===== config.mk =====
export PLATFORM = sky130hd
export DESIGN_NAME = muldiv_unit
export DESIGN_NICKNAME = d
export VERILOG_FILES = /design/src/rtl/muldiv_unit_pkg.sv /design/src/rtl/muldiv_unit_div_core.sv /design/src/rtl/muldiv_unit.sv
export SDC_FILE = /design/constraint.sdc
export NUM_CORES = 2
export LEC_CHECK = 0
export ABC_CLOCK_PERIOD_IN_PS = 13900
export CAP_MARGIN = 20
export CORE_ASPECT_RATIO = 1.75
export CORE_MARGIN = 5
export CORE_UTILIZATION = 30
export DETAILED_ROUTE_END_ITERATION = 7
export PLACE_DENSITY = 0.5
export SLEW_MARGIN = 10
export SYNTH_ARGS = -nofsm -noshare
export SYNTH_HDL_FRONTEND = slang
export SYNTH_SLANG_ARGS = --single-unit

===== constraint.sdc =====
create_clock -name clk -period 13.9 [get_ports clk]
set_clock_uncertainty 0.2 [all_clocks]
set_input_delay 1.39 -clock clk [delete_from_list [all_inputs] [get_ports clk]]
set_output_delay 1.39 -clock clk [all_outputs]
set_load 0.01 [all_outputs]

===== src/rtl/muldiv_unit_pkg.sv =====
`default_nettype none
// ----------------------------------------------------------------------------
// Module   : muldiv_unit_pkg
// Purpose  : Shared constants and state encoding for the RV32M mul/div engine.
// Revision : 1.0  initial release
// ----------------------------------------------------------------------------
package muldiv_unit_pkg;

    localparam int XLEN = 32;

    localparam logic [2:0] F3_MUL    = 3'b000;
    localparam logic [2:0] F3_MULH   = 3'b001;
    localparam logic [2:0] F3_MULHSU = 3'b010;
    localparam logic [2:0] F3_MULHU  = 3'b011;
    localparam logic [2:0] F3_DIV    = 3'b100;
    localparam logic [2:0] F3_DIVU   = 3'b101;
    localparam logic [2:0] F3_REM    = 3'b110;
    localparam logic [2:0] F3_REMU   = 3'b111;

    localparam logic [XLEN-1:0] DIV_BY_ZERO_Q = '1;
    localparam logic [XLEN-1:0] INT_MIN       = {1'b1, {(XLEN-1){1'b0}}};

    typedef enum logic [1:0] {
        ST_IDLE = 2'd0,
        ST_MUL  = 2'd1,
        ST_DIV  = 2'd2,
        ST_DONE = 2'd3
    } state_t;

endpackage
`default_nettype wire


===== src/rtl/muldiv_unit_div_core.sv =====
`default_nettype none
// ----------------------------------------------------------------------------
// Module   : div_core
// Purpose  : Iterative unsigned restoring divider, one quotient bit per cycle.
// Revision : 1.0  initial release
// ----------------------------------------------------------------------------
module div_core
    import muldiv_unit_pkg::*;
#(
    parameter int WIDTH = XLEN
) (
    input  logic             clk,
    input  logic             rst_n,
    input  logic             load,
    input  logic [WIDTH-1:0] dividend,
    input  logic [WIDTH-1:0] divisor,
    output logic             busy,
    output logic [WIDTH-1:0] quotient,
    output logic [WIDTH-1:0] remainder
);

    localparam int CNT_W = $clog2(WIDTH);
    localparam logic [CNT_W-1:0] C_LAST = CNT_W'(WIDTH - 1);

    logic [CNT_W-1:0] r_count;
    logic             r_active;
    logic [WIDTH-1:0] r_rem;
    logic [WIDTH-1:0] r_quo;
    logic [WIDTH-1:0] r_div;

    logic [WIDTH:0]   w_shift;
    logic             w_ge;

    // quotient/remainder are the values after this cycle's step; busy drops
    // during the final step so the finished result can be taken the same cycle.
    assign w_shift   = {r_rem, r_quo[WIDTH-1]};
    assign w_ge      = (w_shift >= {1'b0, r_div});
    assign remainder = w_ge ? WIDTH'(w_shift - {1'b0, r_div}) : w_shift[WIDTH-1:0];
    assign quotient  = {r_quo[WIDTH-2:0], w_ge};
    assign busy      = r_active && (r_count != C_LAST);

    always_ff @(posedge clk) begin
        if (!rst_n) begin
            r_count  <= '0;
            r_active <= 1'b0;
            r_rem    <= '0;
            r_quo    <= '0;
            r_div    <= '0;
        end else if (load) begin
            r_count  <= '0;
            r_active <= 1'b1;
            r_rem    <= '0;
            r_quo    <= dividend;
            r_div    <= divisor;
        end else if (r_active) begin
            r_rem   <= remainder;
            r_quo   <= quotient;
            r_count <= r_count + CNT_W'(1);
            if (r_count == C_LAST) begin
                r_active <= 1'b0;
            end
        end
    end

endmodule
`default_nettype wire


===== src/rtl/muldiv_unit.sv =====
`default_nettype none
// ----------------------------------------------------------------------------
// Module   : muldiv_unit
// Purpose  : Execute-stage RV32M multiply/divide engine with pipeline stall.
// Revision : 1.0  initial release
// ----------------------------------------------------------------------------
module muldiv_unit
    import muldiv_unit_pkg::*;
#(
    parameter int XLEN = 32
) (
    input  logic            clk,
    input  logic            rst_n,
    input  logic            start_e,
    input  logic [2:0]      funct3_e,
    input  logic [XLEN-1:0] src_a_e,
    input  logic [XLEN-1:0] src_b_e,
    input  logic            flush_e,
    output logic            stall_req,
    output logic            done,
    output logic [XLEN-1:0] result
);

    state_t            r_state;
    state_t            w_state_next;
    logic [2:0]        r_funct3;
    logic [XLEN-1:0]   r_a;
    logic [XLEN-1:0]   r_b;
    logic              r_neg_q;
    logic              r_neg_r;

    logic              w_issue;
    logic              w_is_div;
    logic              w_div_signed;
    logic              w_a_neg;
    logic              w_b_neg;
    logic              w_div_zero;
    logic              w_div_ovf;
    logic              w_div_load;
    logic [XLEN-1:0]   w_a_mag;
    logic [XLEN-1:0]   w_b_mag;
    logic [XLEN-1:0]   w_special;

    logic              w_div_busy;
    logic [XLEN-1:0]   w_quotient;
    logic [XLEN-1:0]   w_remainder;
    logic [XLEN-1:0]   w_div_res;

    logic              w_a_sx;
    logic              w_b_sx;
    logic [2*XLEN-1:0] w_op_a;
    logic [2*XLEN-1:0] w_op_b;
    logic [2*XLEN-1:0] w_prod;
    logic [XLEN-1:0]   w_mul_res;

    assign w_issue      = (r_state == ST_IDLE) && start_e && !flush_e;
    assign w_is_div     = funct3_e[2];
    assign w_div_signed = !funct3_e[0];
    assign w_a_neg      = w_div_signed && src_a_e[XLEN-1];
    assign w_b_neg      = w_div_signed && src_b_e[XLEN-1];
    assign w_a_mag      = w_a_neg ? -src_a_e : src_a_e;
    assign w_b_mag      = w_b_neg ? -src_b_e : src_b_e;
    assign w_div_zero   = (src_b_e == '0);
    assign w_div_ovf    = w_div_signed && (src_a_e == INT_MIN) && (src_b_e == '1);
    assign w_div_load   = w_issue && w_is_div && !w_div_zero && !w_div_ovf;

    // funct3[1] separates remainder ops from quotient ops
    always_comb begin
        w_special = '0;
        if (w_div_zero) begin
            w_special = funct3_e[1] ? src_a_e : DIV_BY_ZERO_Q;
        end else begin
            w_special = funct3_e[1] ? '0 : INT_MIN;
        end
    end

    // Low 2*XLEN bits of the product of sign/zero-extended operands.
    assign w_a_sx    = r_a[XLEN-1] && ((r_funct3 == F3_MULH) || (r_funct3 == F3_MULHSU));
    assign w_b_sx    = r_b[XLEN-1] && (r_funct3 == F3_MULH);
    assign w_op_a    = {{XLEN{w_a_sx}}, r_a};
    assign w_op_b    = {{XLEN{w_b_sx}}, r_b};
    assign w_prod    = w_op_a * w_op_b;
    assign w_mul_res = (r_funct3 == F3_MUL) ? w_prod[XLEN-1:0] : w_prod[2*XLEN-1:XLEN];

    assign w_div_res = ((r_funct3 == F3_REM) || (r_funct3 == F3_REMU))
                     ? (r_neg_r ? -w_remainder : w_remainder)
                     : (r_neg_q ? -w_quotient  : w_quotient);

    div_core #(
        .WIDTH (XLEN)
    ) u_div_core (
        .clk       (clk),
        .rst_n     (rst_n),
        .load      (w_div_load),
        .dividend  (w_a_mag),
        .divisor   (w_b_mag),
        .busy      (w_div_busy),
        .quotient  (w_quotient),
        .remainder (w_remainder)
    );

    always_ff @(posedge clk) begin
        if (!rst_n) begin
            r_state <= ST_IDLE;
        end else begin
            r_state <= w_state_next;
        end
    end

    always_comb begin
        w_state_next = r_state;
        stall_req    = 1'b0;
        done         = 1'b0;
        case (r_state)
            ST_IDLE: begin
                if (w_issue) begin
                    stall_req = 1'b1;
                    if (!w_is_div) begin
                        w_state_next = ST_MUL;
                    end else if (w_div_load) begin
                        w_state_next = ST_DIV;
                    end else begin
                        w_state_next = ST_DONE;
                    end
                end
            end
            ST_MUL: begin
                stall_req    = 1'b1;
                w_state_next = ST_DONE;
            end
            ST_DIV: begin
                stall_req = 1'b1;
                if (!w_div_busy) begin
                    w_state_next = ST_DONE;
                end
            end
            ST_DONE: begin
                done         = 1'b1;
                w_state_next = ST_IDLE;
            end
            default: w_state_next = ST_IDLE;
        endcase
        if (flush_e) begin
            stall_req    = 1'b0;
            w_state_next = ST_IDLE;
        end
    end

    always_ff @(posedge clk) begin
        if (!rst_n) begin
            r_funct3 <= '0;
            r_a      <= '0;
            r_b      <= '0;
            r_neg_q  <= 1'b0;
            r_neg_r  <= 1'b0;
            result   <= '0;
        end else if (w_issue) begin
            r_funct3 <= funct3_e;
            r_a      <= src_a_e;
            r_b      <= src_b_e;
            r_neg_q  <= w_a_neg ^ w_b_neg;
            r_neg_r  <= w_a_neg;
            if (w_is_div && !w_div_load) begin
                result <= w_special;
            end
        end else if (!flush_e) begin
            if (r_state == ST_MUL) begin
                result <= w_mul_res;
            end else if ((r_state == ST_DIV) && !w_div_busy) begin
                result <= w_div_res;
            end
        end
    end

endmodule
`default_nettype wire

; ---- Word-level counts from Yosys, hierarchy flattened
; Index checks and enable logic that the tools add are counted.
[totals]
reg_bits = 205
inputBits = 71
output_inout_bits = 34
[op_classes]
n_addsub = 6
n_mul = 1
order_cmp = 1
eq_ne = 15
mux = 29
bitwise_logic = 2
n_reduce_logical = 32
[op_table]
columns = op, n
row1 = $mux 32, 17
row2 = $neg 32->32, 4
row3 = $eq 32x32->1 const B, 2
row4 = $mul 33x33->64, 1
row5 = $ge 33x32->1, 1
row6 = $logic_not 32->1, 1
row7 = $sub 32x32->32, 1
row8 = $logic_and 1x1->1, 14
row9 = $pmux 2 s4, 1
row10 = $mux 1, 7
row11 = $eq 3x3->1 const B, 2
row12 = $logic_not 1->1, 6
row13 = $mux 2, 3
row14 = $reduce_or 2->1, 3
row15 = $add 5x1->5 const B, 1
row16 = $eq 5x5->1 const B, 1
row17 = $ne 5x5->1 const B, 1
row18 = $eq 2x2->1 const B, 2
row19 = $ne 2x1->1 const B, 2
row20 = $ne 2x2->1 const B, 2
row21 = $eq 3x1->1 const B, 1
row22 = $eq 3x2->1 const B, 1
row23 = $logic_not 3->1, 1
row24 = $reduce_and 3->1, 1
row25 = 9 further kinds, 10

; ---- Logic depth before layout (Yosys ltp)
[depth]
ltp_word = 10
ltp_mapped = 33
depth_no_buf = 30

; ---- Modules after synthesis
; A second synthesis with hierarchy kept.
[unflattened]
hier_cells = 6201
area_unflattened_um2 = 52462.8
[by_module_without_submodules]
columns = mod, instances, cells_each, area_each_um2
row1 = muldiv_unit, 1, 5348, 45596.2
row2 = div_core, 1, 853, 6866.6

; ---- Least setup slack after synthesis
; No wires, ideal clock.
[synth_timing]
path_type = register -> register
from = register r_funct3[1]
to = register result[29]
arrival_ps = 8458
required_time_ps = 13608
setup_slack_ps = 5150
path_stages_with_launch = 30
n_path_buf = 3
cell_sequence = dfxtp_1 clkbuf_1 xnor2_1 nor3b_1 clkbuf_1 nand2_1 fa_1 fa_1 inv_1 fa_1 inv_1 fa_1 inv_1 fa_1 fa_1 inv_1 fa_1 fa_1 inv_1 ha_1 clkbuf_1 a21o_1 a31oi_1 o21ai_0 a31oi_1 mux2i_1 o221ai_1 a2111oi_0 o21ai_1 o32ai_1
[synth_via]
elab_chain_cells = 8
word_cells_on_any_way = 16
classes_between = mul (1) / eq/ne (4) / mux (6) / reduce/logical (5)
[synth_lines]
columns = item, line_no
row1 = from (decl), muldiv_unit.sv:26  ; logic [2:0] r_funct3;
row2 = from (signal assigned), muldiv_unit.sv:158  ; r_funct3 <= funct3_e;
row3 = $eq 3x1->1 or $eq 3x2->1 (tied branches), "muldiv_unit.sv:78, muldiv_unit.sv:79"
row4 = $logic_or 1x1->1, muldiv_unit.sv:78  ; assign w_a_sx = r_a[XLEN-1] && ((r_funct3 == F3_MULH) || (r_funct3 == F3_MULHSU));
row5 = $logic_and 1x1->1, muldiv_unit.sv:78
row6 = $mul 33x33->64, muldiv_unit.sv:82  ; assign w_prod = w_op_a * w_op_b;
row7 = $mux 32, muldiv_unit.sv:83  ; assign w_mul_res = (r_funct3 == F3_MUL) ? w_prod[XLEN-1:0] : w_prod[2*XLEN-1:XLEN];
row8 = $mux 32 *, muldiv_unit.sv:167  ; if (r_state == ST_MUL) begin
row9 = $mux 32 *, muldiv_unit.sv:166  ; end else if (!flush_e) begin
row10 = $mux 32 *, muldiv_unit.sv:157  ; end else if (w_issue) begin
row11 = to (signal assigned), muldiv_unit.sv:164  ; result <= w_special;
row12 = to (signal assigned), muldiv_unit.sv:168  ; result <= w_mul_res;
row13 = to (signal assigned), muldiv_unit.sv:170  ; result <= w_div_res;
row14 = to (decl), muldiv_unit.sv:21  ; output logic [XLEN-1:0] result
; Every way passes the cells marked *; elsewhere a longest branch is shown, timed or not. The select of a mux whose other input is x is not followed.
; A chain may end at the register's enable or synchronous reset.

; ---- Worst setup path after layout
; Ends and elaborated chain as after synthesis.

==> flow_summary.ini <==
[power]
p_per_area_mw_per_mm2 = 52.3
vdd_drop_max_mv = 0.0955
cellLeakagePower_nw = 24.8

[detailed_routing]
detail_route.wl_per_cell_um = 22.4
postRouteAntennaNets = 0
drc = 0
viasPerCell = 5.11
routed_wl_um = 187000
drt_first_pass_iters = 6
drt_iter0_drc = 2121
vias = 42700

[clock_tree]
hold_buffers = 0
cts_tree = done
cts_made_buffers = 22
post_cts_buffers = 0
numClockSinks = 205
clk_latency_ps = 560
path_clk_slew_ps = 70
htree_num_levels = 1
ctsRootBufferMaster = clkbuf_16
clockBufferDepth = 3
cts_resized = 0

[yosys]
synth.avg_cell_area_um2 = 8.46
synth_cell_type_count = 99
yosys.area.top_type = fa_1
ys.flop_type = dfxtp_1
synth_fa_ha_area_frac = 0.488
synth_area_leaders = fa_1, inv_1, dfxtp_1, nand2_1, ha_1
synthMuxAreaShare = 0.0135
synth-xor-area-share = 0.0316
synthCells = 6233
synth_simple_gate_area_share = 0.168
netlist_area_mm2 = 0.0527
syn-num-nets = 7685
yosysSeqAreaShare = 0.0779
synth_top_family_by_area = adder cells
synth_edf_count = 0
synth_compound_area_frac = 0.104
async_flop_share = 0
synth_common_cells = inv_1, fa_1, nand2_1, clkbuf_1, and2_1
yosysMostFrequentCell = inv_1
ys_warn_count = 0
synth-seq-cells = 205
synth_top_area_frac = 0.428

[worst_setup_path]
arrival_ps = 10070
setup.worst_path.start_class = register
worst-path-max-fanout = 31
setup.worst_path.class = register to register
crit_slowest_cell = fa_1
required_ps = 14140
path_common_cell = fa_1
crit_path_end_kind = register
crit_path_max_incr_delay_ps = 790
r2r_cells = 29

[floorplanning]
die_h_um = 565
rows = 203
core_area_mm2 = 0.175
die_area_mm2 = 0.185
die_width_um = 327
initial_core_util = 0.302
ioPinCount = 105

[min_path]
hold_path_class = register to register
holdPathStages = 2

[place]
io_buffer_count = 104
place_congestion = 0.956
place_hpwl_um = 154000
place_inst = 8304

[global_route]
grt_max_degree = 73
gr-usage-all-layers = 0.202
grt.overflow.total = 0
grt_pass1_vias = 47500
grt_pass1_wl_um = 285000
antenna_found_initial = 13

[timing]
setup_viol = 0
fin_crit_sh = 0.707
tightestPinTransition_ps = 1180
fmax_ghz = 0.102
finalHoldViolations = 0
period_needed_ps = 9830
slew-limit-headroom = 0.209
finalSetupTns_ps = 0
finalMaxSlewViolations = 0
rsz0062_at_grt = no

[final_layout]
layout.nets = 7527
drive_above_1_share = 0.0338
syn2layout_area_growth_pct = 7.61
instances_no_fill = 8349

[outcome]
status = completed

[run]
drv_cap = 0
## state kept, by name, indices dropped and copies added, names as in the netlist
register / cells
result: 32
r_a: 32
r_neg_q: 1
u_div_core.r_div: 32
r_funct3: 3
u_div_core.r_quo: 32
u_div_core.r_count: 5
r_b: 32
u_div_core.r_rem: 32
u_div_core.r_active: 1
r_neg_r: 1
r_state: 2
## cells in the final DEF, fill, tap and decap left out, types with 36 or more instances in the layout
cell / n
a31oi_1: 37
o21ai_0: 159
ha_1: 254
buf_4: 94
inv_1: 1242
a211oi_1: 108
nand4_1: 41
mux2i_1: 65
dfxtp_1: 201
fa_1: 1126
and2_1: 324
nor3_1: 56
o211ai_1: 36
nor2_1: 266
a21oi_1: 230
xnor2_1: 110
clkdlybuf4s50_1: 104
nand2_1: 1034
nand3_1: 48
xor2_1: 80
a21o_1: 44
## final cells by class
| class | count | area, µm² |
|---|---|---|
| Clock buffer | 29 | 628 |
| Clock inverter | 11 | 235 |
| Fill cell | 18600 | 118000 |
| Tap cell | 2255 | 2820 |
| Multi-Input combinational cell | 4401 | 42500 |
| Inverter | 1245 | 4680 |
| Sequential cell | 205 | 4110 |
| Antenna cell | 3 | 7.51 |
| Timing Repair Buffer | 200 | 1770 |
## worst max-delay path: cells and delay by family (launching register included)
family	cells	cell delay [ps]
buffers and inverters	8	1490
AO/OA/AOI/OAI	8	1840
multiplexers	1	240
flip-flops	1	480
XOR/XNOR	1	210
AND/OR/NAND/NOR	2	230
adder cells (fa/ha/maj)	9	5040
## final timing paths
path,from,to,slack (ps)
worst max-delay path,r_funct3[1],result[29],4070
worst min-delay path,r_a[2],r_a[2],260
worst min register to register,r_a[2],r_a[2],260
worst max register to register,r_funct3[1],result[29],4070
## power breakdown
| group | switching [mW] | total (mW) | internal [mW] |
|---|---|---|---|
| Sequential | 0.0443 | 0.664 | 0.620 |
| Clock | 0.292 | 0.741 | 0.449 |
| Combinational | 1.06 | 1.56 | 0.503 |
## stage by stage
| stage | utilization | power (mW) | worst slack [ps] | hold slack, ps | cell area (µm²) |
|---|---|---|---|---|---|
| after floorplan | - | 1.67 | 5150 | 232 | 52700 |
| after global placement | 0.319 | 2.23 | 4230 | 242 | 55800 |
| after detailed placement | 0.319 | 2.23 | 4070 | 247 | 55800 |
| after CTS | 0.324 | 2.98 | 4070 | 256 | 56700 |
| after global routing | 0.325 | 3.13 | 3380 | 271 | 56700 |
| final | 0.325 | 2.97 | 4070 | 255 | 56700 |
## cells by family (layout without fill, tap and decap cells)
kind of cell / after synthesis / in the layout
adders and majority gates: 1381 / 1381
buffers and inverters: 1627 / 1485
muxes: 70 / 70
other: 0 / 3
xor gates and xnor gates: 190 / 190
and+or+nand+nor: 1935 / 1935
AOI/OAI and AO/OA: 825 / 825
DFF: 205 / 205
## per-layer routing
metal | global-route usage | share of wire
met5 | 0 | 0.00035
met4 | 0.115 | 0.071
met3 | 0.0149 | 0.029
met2 | 0.416 | 0.58
met1 | 0.193 | 0.32
Power figures use the tool's default switching activity.
